[src/rtl/pipelined_add_sub.sv]
// pipelined_add_sub: WIDTH-bit adder/subtractor split into STAGES ripple-carry slices.
// Each stage adds one SW-bit slice with full-adder cells and registers the carry
// for the next stage. Operand skew and result deskew travel alongside in
// full-width registers. Only the slice owned by a stage is ever computed there.
//
// Handshake: a transfer happens on a rising edge where valid && ready are both 1.
// The producer holds its data stable while valid is high and ready is low.
// A stage never retracts valid once it has been raised.
// The pipeline stalls globally while out_valid && !out_ready, and in_ready is
// the inverse of that stall term.
module pipelined_add_sub #(
   parameter int WIDTH  = 16,
   parameter int STAGES = 4
) (
   input  logic             clk,
   input  logic             rst_n,
   input  logic             in_valid,
   output logic             in_ready,
   input  logic [WIDTH-1:0] a,
   input  logic [WIDTH-1:0] b,
   input  logic             cin,
   input  logic             sub,
   output logic             out_valid,
   input  logic             out_ready,
   output logic [WIDTH-1:0] sum,
   output logic             cout,
   output logic             ovf
);

   localparam int SW = WIDTH / STAGES;

   // Pipeline state, one element per stage.
   logic             valid_q [STAGES];
   logic [WIDTH-1:0] a_q     [STAGES];
   logic [WIDTH-1:0] b_q     [STAGES];
   logic [WIDTH-1:0] sum_q   [STAGES];
   logic             carry_q [STAGES];
   logic             ovf_q;

   // Next-state values, each element driven by exactly one stage block.
   logic             valid_d [STAGES];
   logic [WIDTH-1:0] a_d     [STAGES];
   logic [WIDTH-1:0] b_d     [STAGES];
   logic [WIDTH-1:0] sum_d   [STAGES];
   logic             carry_d [STAGES];
   logic             ovf_d;

   // Inputs seen by each stage: the operands, the partial sum and the carry-in.
   logic [WIDTH-1:0] op_a    [STAGES];
   logic [WIDTH-1:0] op_b    [STAGES];
   logic [WIDTH-1:0] part_s  [STAGES];
   logic             c_in    [STAGES];

   logic             stall;
   logic [WIDTH-1:0] b_eff;
   logic             c0;

   // The last stage's skew registers have no consumer.
   logic             unused_skew;
   assign unused_skew = ^{a_q[STAGES-1], b_q[STAGES-1]};

   // Global stall: hold every register while a finished result waits downstream.
   assign stall     = out_valid & ~out_ready;
   assign in_ready  = ~stall;
   assign out_valid = valid_q[STAGES-1];
   assign sum       = sum_q[STAGES-1];
   assign cout      = carry_q[STAGES-1];
   assign ovf       = ovf_q;

   // Operand conditioning: subtraction is a + ~b + 1, so cin is ignored in sub mode.
   always_comb begin
      b_eff = sub ? ~b : b;
      c0    = sub ? 1'b1 : cin;
   end

   for (genvar k = 0; k < STAGES; k++) begin : g_stage
      logic [WIDTH-1:0] s_run;
      logic             c_run;

      if (k == 0) begin : g_first
         assign op_a[k]    = a;
         assign op_b[k]    = b_eff;
         assign part_s[k]  = '0;
         assign c_in[k]    = c0;
         assign valid_d[k] = in_valid;
      end else begin : g_next
         assign op_a[k]    = a_q[k-1];
         assign op_b[k]    = b_q[k-1];
         assign part_s[k]  = sum_q[k-1];
         assign c_in[k]    = carry_q[k-1];
         assign valid_d[k] = valid_q[k-1];
      end

      // Ripple-carry chain of full-adder cells over this stage's slice.
      always_comb begin
         s_run = part_s[k];
         c_run = c_in[k];
         for (int i = 0; i < SW; i++) begin
            s_run[k*SW+i] = op_a[k][k*SW+i] ^ op_b[k][k*SW+i] ^ c_run;
            c_run = (op_a[k][k*SW+i] & op_b[k][k*SW+i]) |
                    (op_a[k][k*SW+i] & c_run) |
                    (op_b[k][k*SW+i] & c_run);
         end
      end

      assign a_d[k]     = op_a[k];
      assign b_d[k]     = op_b[k];
      assign sum_d[k]   = s_run;
      assign carry_d[k] = c_run;
   end

   // Carry into the MSB is recovered from the MSB cell: cin = a ^ b ^ s.
   assign ovf_d = op_a[STAGES-1][WIDTH-1] ^ op_b[STAGES-1][WIDTH-1] ^
                  sum_d[STAGES-1][WIDTH-1] ^ carry_d[STAGES-1];

   // Pipeline registers: clear on reset, advance together when not stalled.
   always_ff @(posedge clk or negedge rst_n) begin
      if (!rst_n) begin
         for (int k = 0; k < STAGES; k++) begin
            valid_q[k] <= 1'b0;
            a_q[k]     <= '0;
            b_q[k]     <= '0;
            sum_q[k]   <= '0;
            carry_q[k] <= 1'b0;
         end
         ovf_q <= 1'b0;
      end else if (!stall) begin
         for (int k = 0; k < STAGES; k++) begin
            valid_q[k] <= valid_d[k];
            a_q[k]     <= a_d[k];
            b_q[k]     <= b_d[k];
            sum_q[k]   <= sum_d[k];
            carry_q[k] <= carry_d[k];
         end
         ovf_q <= ovf_d;
      end
   end

endmodule

[config.mk]
export PLATFORM = sky130hd
export DESIGN_NAME = pipelined_add_sub
export DESIGN_NICKNAME = d
export VERILOG_FILES = /design/src/rtl/pipelined_add_sub.sv
export SDC_FILE = /design/constraint.sdc
export NUM_CORES = 1
export LEC_CHECK = 0
export CORE_AREA = 2 2 77 134
export CTS_CLUSTER_DIAMETER = 50
export DETAILED_ROUTE_END_ITERATION = 10
export DIE_AREA = 0 0 79 136
export GPL_TIMING_DRIVEN = 0
export PLACE_DENSITY = 0.72
export SLEW_MARGIN = 5
export SYNTH_ARGS = -nofsm -noshare
export SYNTH_HDL_FRONTEND = slang
export SYNTH_SLANG_ARGS = --single-unit
[constraint.sdc]
create_clock -name clk -period 3.6 [get_ports clk]
set_clock_uncertainty 0.1 [all_clocks]
set_input_delay 1.08 -clock clk [delete_from_list [all_inputs] [get_ports clk]]
set_output_delay 1.08 -clock clk [all_outputs]
set_load 0.02 [all_outputs]
### Word level (Yosys, flattened, before mapping)

Cells that the tools add are included.

* output and inout port bits: 20
* register bits: 145
* logic and storage cells: 139
* input bits: 38

* muxes and demuxes: 2
* bitwise operators: 118

Operator list (count)
* $and 1x1->1: 49
* $xor 1x1->1: 34
* $or 1x1->1: 32
* $mux 16: 1
* $not 16->16: 1
* $not 1->1: 2
* $mux 1: 1

### Depth between registers and ports, before layout

Gate-level depths: netlist (run 1).

* word-level depth: 14
* depth in mapped cells: 10
* mapped depth without buffers: 9

### Least setup slack after synthesis (run 1)

Ideal clock, no wire load.

* kind: input-to-reg
* start: input port sub
* end: register sum_q, in the netlist g_stage[1].s_run[3]
* data arrival time: 3.404 ns
* required time: 3.375 ns
* cell stages on the path: 10
* slack: -0.029 ns
* library setup time: 0.125 ns
* path buffers: 2
* cell sequence: buf_2 -> buf_2 -> xor2_1 -> fa_1 -> inv_1 -> fa_1 -> fa_1 -> inv_1 -> fa_1 -> mux2_2

* word-level cells in the longest chain between the ends: 11
* elaborated cells on any way between the ends: 19
* classes of those cells: mux (2); bitwise (17)

RTL lines
* from (decl): line 22 `input logic sub,`
* $mux 16 or $mux 1 (tied branches): line 72, 73
* $and 1x1->1 (on tied branches): line 100, 101
* $or 1x1->1: line 100 `c_run = (op_a[k][k*SW+i] & op_b[k][k*SW+i]) |`
* $or 1x1->1: line 101 `(op_a[k][k*SW+i] & c_run) |`
* $and 1x1->1: line 101
* $or 1x1->1: line 100
* $or 1x1->1: line 101
* $and 1x1->1: line 101
* $or 1x1->1: line 100
* $or 1x1->1: line 101
* $xor 1x1->1 *: line 99 `s_run[k*SW+i] = op_a[k][k*SW+i] ^ op_b[k][k*SW+i] ^ c_run;`
* net g_stage[0].s_run[3]: line 77 `logic [WIDTH-1:0] s_run;`
* to (signal, indexed assignment): line 132 `sum_q[k] <= sum_d[k];`
* to (decl): line 36 `logic [WIDTH-1:0] sum_q [STAGES];`

The timed path passes the listed nets; every way through them passes the cells marked *.
A chain may end at the register's enable or synchronous reset.

### Final worst setup path (run 1)

* start: input port out_ready
* end: output port in_ready

* word-level cells in the longest chain between the ends: 3

RTL lines
* from (decl): line 24 `input logic out_ready,`
* $not 1->1: line 63 `assign stall = out_valid & ~out_ready;`
* $and 1x1->1: line 63
* $not 1->1: line 64 `assign in_ready = ~stall;`
* to (decl): line 18 `output logic in_ready,`

Every way passes these cells.

==> results.py, run 1 <==
metrics = {
    "setup_path": {
        "critPathMaxStageDelay_ps": 330,
        "ff2ff_setup_slack_ps": 740,
        "reg2reg_to": "ovf$_DFFE_PN0N_",
        "path_cells": "buf_2 -> nor2b_2 -> buf_6 -> inv_6 -> buf_6 -> buf_6 -> clkdlybuf4s15_1",
        "r2r-start": "a_d[12]$_DFFE_PN0N_",
        "critPathTopFamily": "buffers and inverters",
        "slowest_stage": "clkdlybuf4s15_1",
        "cpMostUsedCell": "buf_6",
        "cp.arrival_ps": 2330,
        "cp.required_ps": 2420,
        "crit_fanout": 10,
        "timing.critical_path.buf_inv": 6,
        "crit_type": "primary input to output pin",
        "worstRegToRegCells": 9,
        "crit_path_end_kind": "output pin",
        "cp-start-kind": "primary input",
    },
    "clock_tree": {
        "cts_tree": "done",
        "clock_latency_ps": 340,
        "htreeDepth": 3,
        "cts_setup_buffers": 0,
        "clockBufferDepth": 2,
        "cts_resized": 1,
        "clk_pin_slew_worst_paths_ps": 60,
        "cts_sinks": 97,
        "clock-root-buffer": "clkbuf_16",
        "cts.hold.buffers_added": 0,
        "numCtsBuffers": 9,
    },
    "drt": {
        "routed_wl_um": 7410,
        "drt-vias-per-instance": 4.73,
        "first_pass_iters": 4,
        "num_vias": 2249,
        "drc": 0,
        "wl_per_cell_um": 15.6,
        "drtAntennaViolNets": 0,
        "drt-initial-drc-count": 61,
    },
    "synth": {
        "ys_types": 19,
        "ys_ff_latch": 97,
        "synthTopCellsByArea": "dfrtp_1 (55%), mux2_2 (13%), mux2_4 (12%)",
        "synth_top_area_share_pct": 55.1,
        "synthArstFlopShare_pct": 100,
        "synth_edf_count": 0,
        "synth_nets": 333,
        "synth_ff_type": "dfrtp_1",
        "yosys_warnings": 0,
        "ys_seq_area_share_pct": 55.1,
        "yosys.area.top_type": "dfrtp_1",
        "synthCells": 278,
        "syn-cell-area_sq_um": 4410,
        "synth_area_per_cell_sq_um": 15.9,
    },
    "floorplan": {
        "die_w_um": 79,
        "core_sq_um": 9730,
        "floorplan.initialDensity_pct": 45.3,
        "num_rows": 48,
        "dieHeight_um": 136,
        "die_area_sq_um": 10700,
        "ios": 58,
    },
    "sta": {
        "finalMaxSlewViolations": 0,
        "grt_setup_unrepaired": "false",
        "setup_violations": 0,
        "tns_ps": 0,
        "maxSlewHeadroom_pct": 55.7,
        "worstMarginPinSlew_ps": 664,
        "final.period_utilization_pct": 97.4,
        "max_freq_ghz": 0.285,
        "period_minus_slack_ps": 3510,
        "hold_viol": 0,
    },
    "hold_path": {
        "hold_path_class": "register to register",
        "holdCritStartpoint": "valid_d[0]$_DFFE_PN0N_",
        "holdPathEnd": "out_valid$_DFFE_PN0N_",
        "holdPathStages": 1,
    },
    "placement": {
        "portBuffers": 55,
        "hpwl_um": 5510,
        "gp_congestion": 0.734,
        "dp_cells": 459,
        "place_area_sq_um": 5140,
    },
    "global_routing": {
        "overflow": 0,
        "grt_pass1_vias": 2448,
        "grt_max_degree": 52,
        "grt_use_total_pct": 15.3,
        "grt_pass1_wl_um": 12200,
        "antenna_found_initial": 0,
    },
    "final_layout": {
        "area_growth_pct": 23.1,
        "final_nets": 400,
        "stdcell_area_sq_um": 5430,
        "drive_above_1_share_pct": 36.0,
        "antennaDiodeCount": 0,
        "fillers": 829,
        "final_common_cell": "dfrtp_1",
        "fin_util_pct": 55.8,
        "final_cell_mix": "dfrtp_1 (97), clkdlybuf4s50_1 (53), mux2_2 (49)",
        "final_cells": 475,
    },
    "power_and_ir_drop": {
        "power_density_nw_per_um2": 868,
        "ir_drop_mv": 0.382,
        "leakagePower_nw": 2.44,
    },
    "job": {
        "maxCapViolations": 0,
    },
    "outcome": {
        "status": "finished clean",
    },
}
-- metal layers --
layer	global-route usage [%]	vias up	routed length, um
met5	0	-	0
met4	6.61	0	172
met3	3.59	11	239
met2	26.7	41	4130
met1	17.7	1146	2870
li1	-	1051	-
-- where the power goes --
part / leakage [nW] / switching (W) / internal [W]
logic: 1.18 / 0.000778 / 0.00117
clock network: 0.137 / 0.000398 / 0.000502
registers: 1.12 / 0.000278 / 0.00159
total: 2.44 / 0.00145 / 0.00326
-- synthesized netlist by cell type (3+ instances only) --
| master | n |
|---|---|
| buf_2 | 3 |
| mux2_2 | 49 |
| buf_4 | 4 |
| a21oi_2 | 9 |
| dfrtp_1 | 97 |
| inv_1 | 25 |
| buf_6 | 6 |
| fa_1 | 16 |
| nor3b_1 | 9 |
| mux2i_1 | 4 |
| xnor2_1 | 4 |
| mux2_4 | 34 |
| xor2_1 | 12 |
-- kinds of logic (layout without fill, tap and decap cells) --
kind of cell	Yosys count	after routing	synth area share [%]
buffers and inverters	39	111	4.88
AND/OR/NAND/NOR	12	12	2.01
AO/OA/AOI/OAI	9	9	1.79
adder cells (fa/ha/maj)	17	17	7.55
flip-flops	97	97	55.1
XOR/XNOR	17	17	3.72
multiplexers	87	87	25.0
-- worst max-delay path by stage --
stage / from / end / slack (ps) / depth (start not counted)
floorplan: sub / g_stage[1].s_run[3]$_DFFE_PN0N_ / 40 / 10
detailed placement: out_ready / in_ready / -240 / 7
finish: out_ready / in_ready / 90 / 7
CTS: out_ready / in_ready / 30 / 7
global route: out_ready / in_ready / 10 / 7
global placement: rst_n / g_stage[1].s_run[0]$_DFFE_PN0N_ / -2070 / 1
-- worst reg2reg max path, delay by kind of cell (launching register included) --
kind / cells / cell delay [ps]
buf+inv: 3 / 210
flops: 1 / 380
mux: 1 / 270
xor+xnor: 1 / 350
fa+ha+maj: 4 / 1420
-- final cells by class --
class                      instances  area, sq um  area share, %
inverter                          26          103           1.89
multi-input combinational        142         1770           32.6
clock buffer                      11          253           4.66
timing repair buffer              56          576           10.6
buffer                            13          115           2.12
clock inverter                     5         30.0          0.553
tap                              125          156           2.88
sequential                        97         2430           44.7
-- flip-flops by register name, summed over array words and instances, names as in the netlist --
name / flops
a_d: 24
b_d: 24
c_in: 3
cout: 1
g_stage.s_run: 24
out_valid: 1
ovf: 1
sum: 16
valid_d: 3
-- stage by stage --
| stage | power (W) | worst slack [ps] | hold slack (ps) |
|---|---|---|---|
| CTS | 0.00478 | 31.2 | 370 |
| detailed placement | 0.00388 | -239 | 353 |
| floorplan | 0.00325 | 35.7 | 328 |
| global placement | 0.00378 | -2070 | 341 |
| finish | 0.00471 | 93.6 | 367 |
| global route | 0.00502 | 13.1 | 411 |
Power figures use the tool's default switching activity.
==> run 2: changes to the inputs <==
--- a/config.mk
+++ b/config.mk
@@ -6,7 +6,6 @@
 export NUM_CORES = 1
 export LEC_CHECK = 0
 export CORE_AREA = 2 2 77 134
-export CTS_CLUSTER_DIAMETER = 50
 export DETAILED_ROUTE_END_ITERATION = 10
 export DIE_AREA = 0 0 79 136
 export GPL_TIMING_DRIVEN = 0
==> results of run 2 <==
Same layout as run 1: the final DEF is identical, and so are final timing and power.
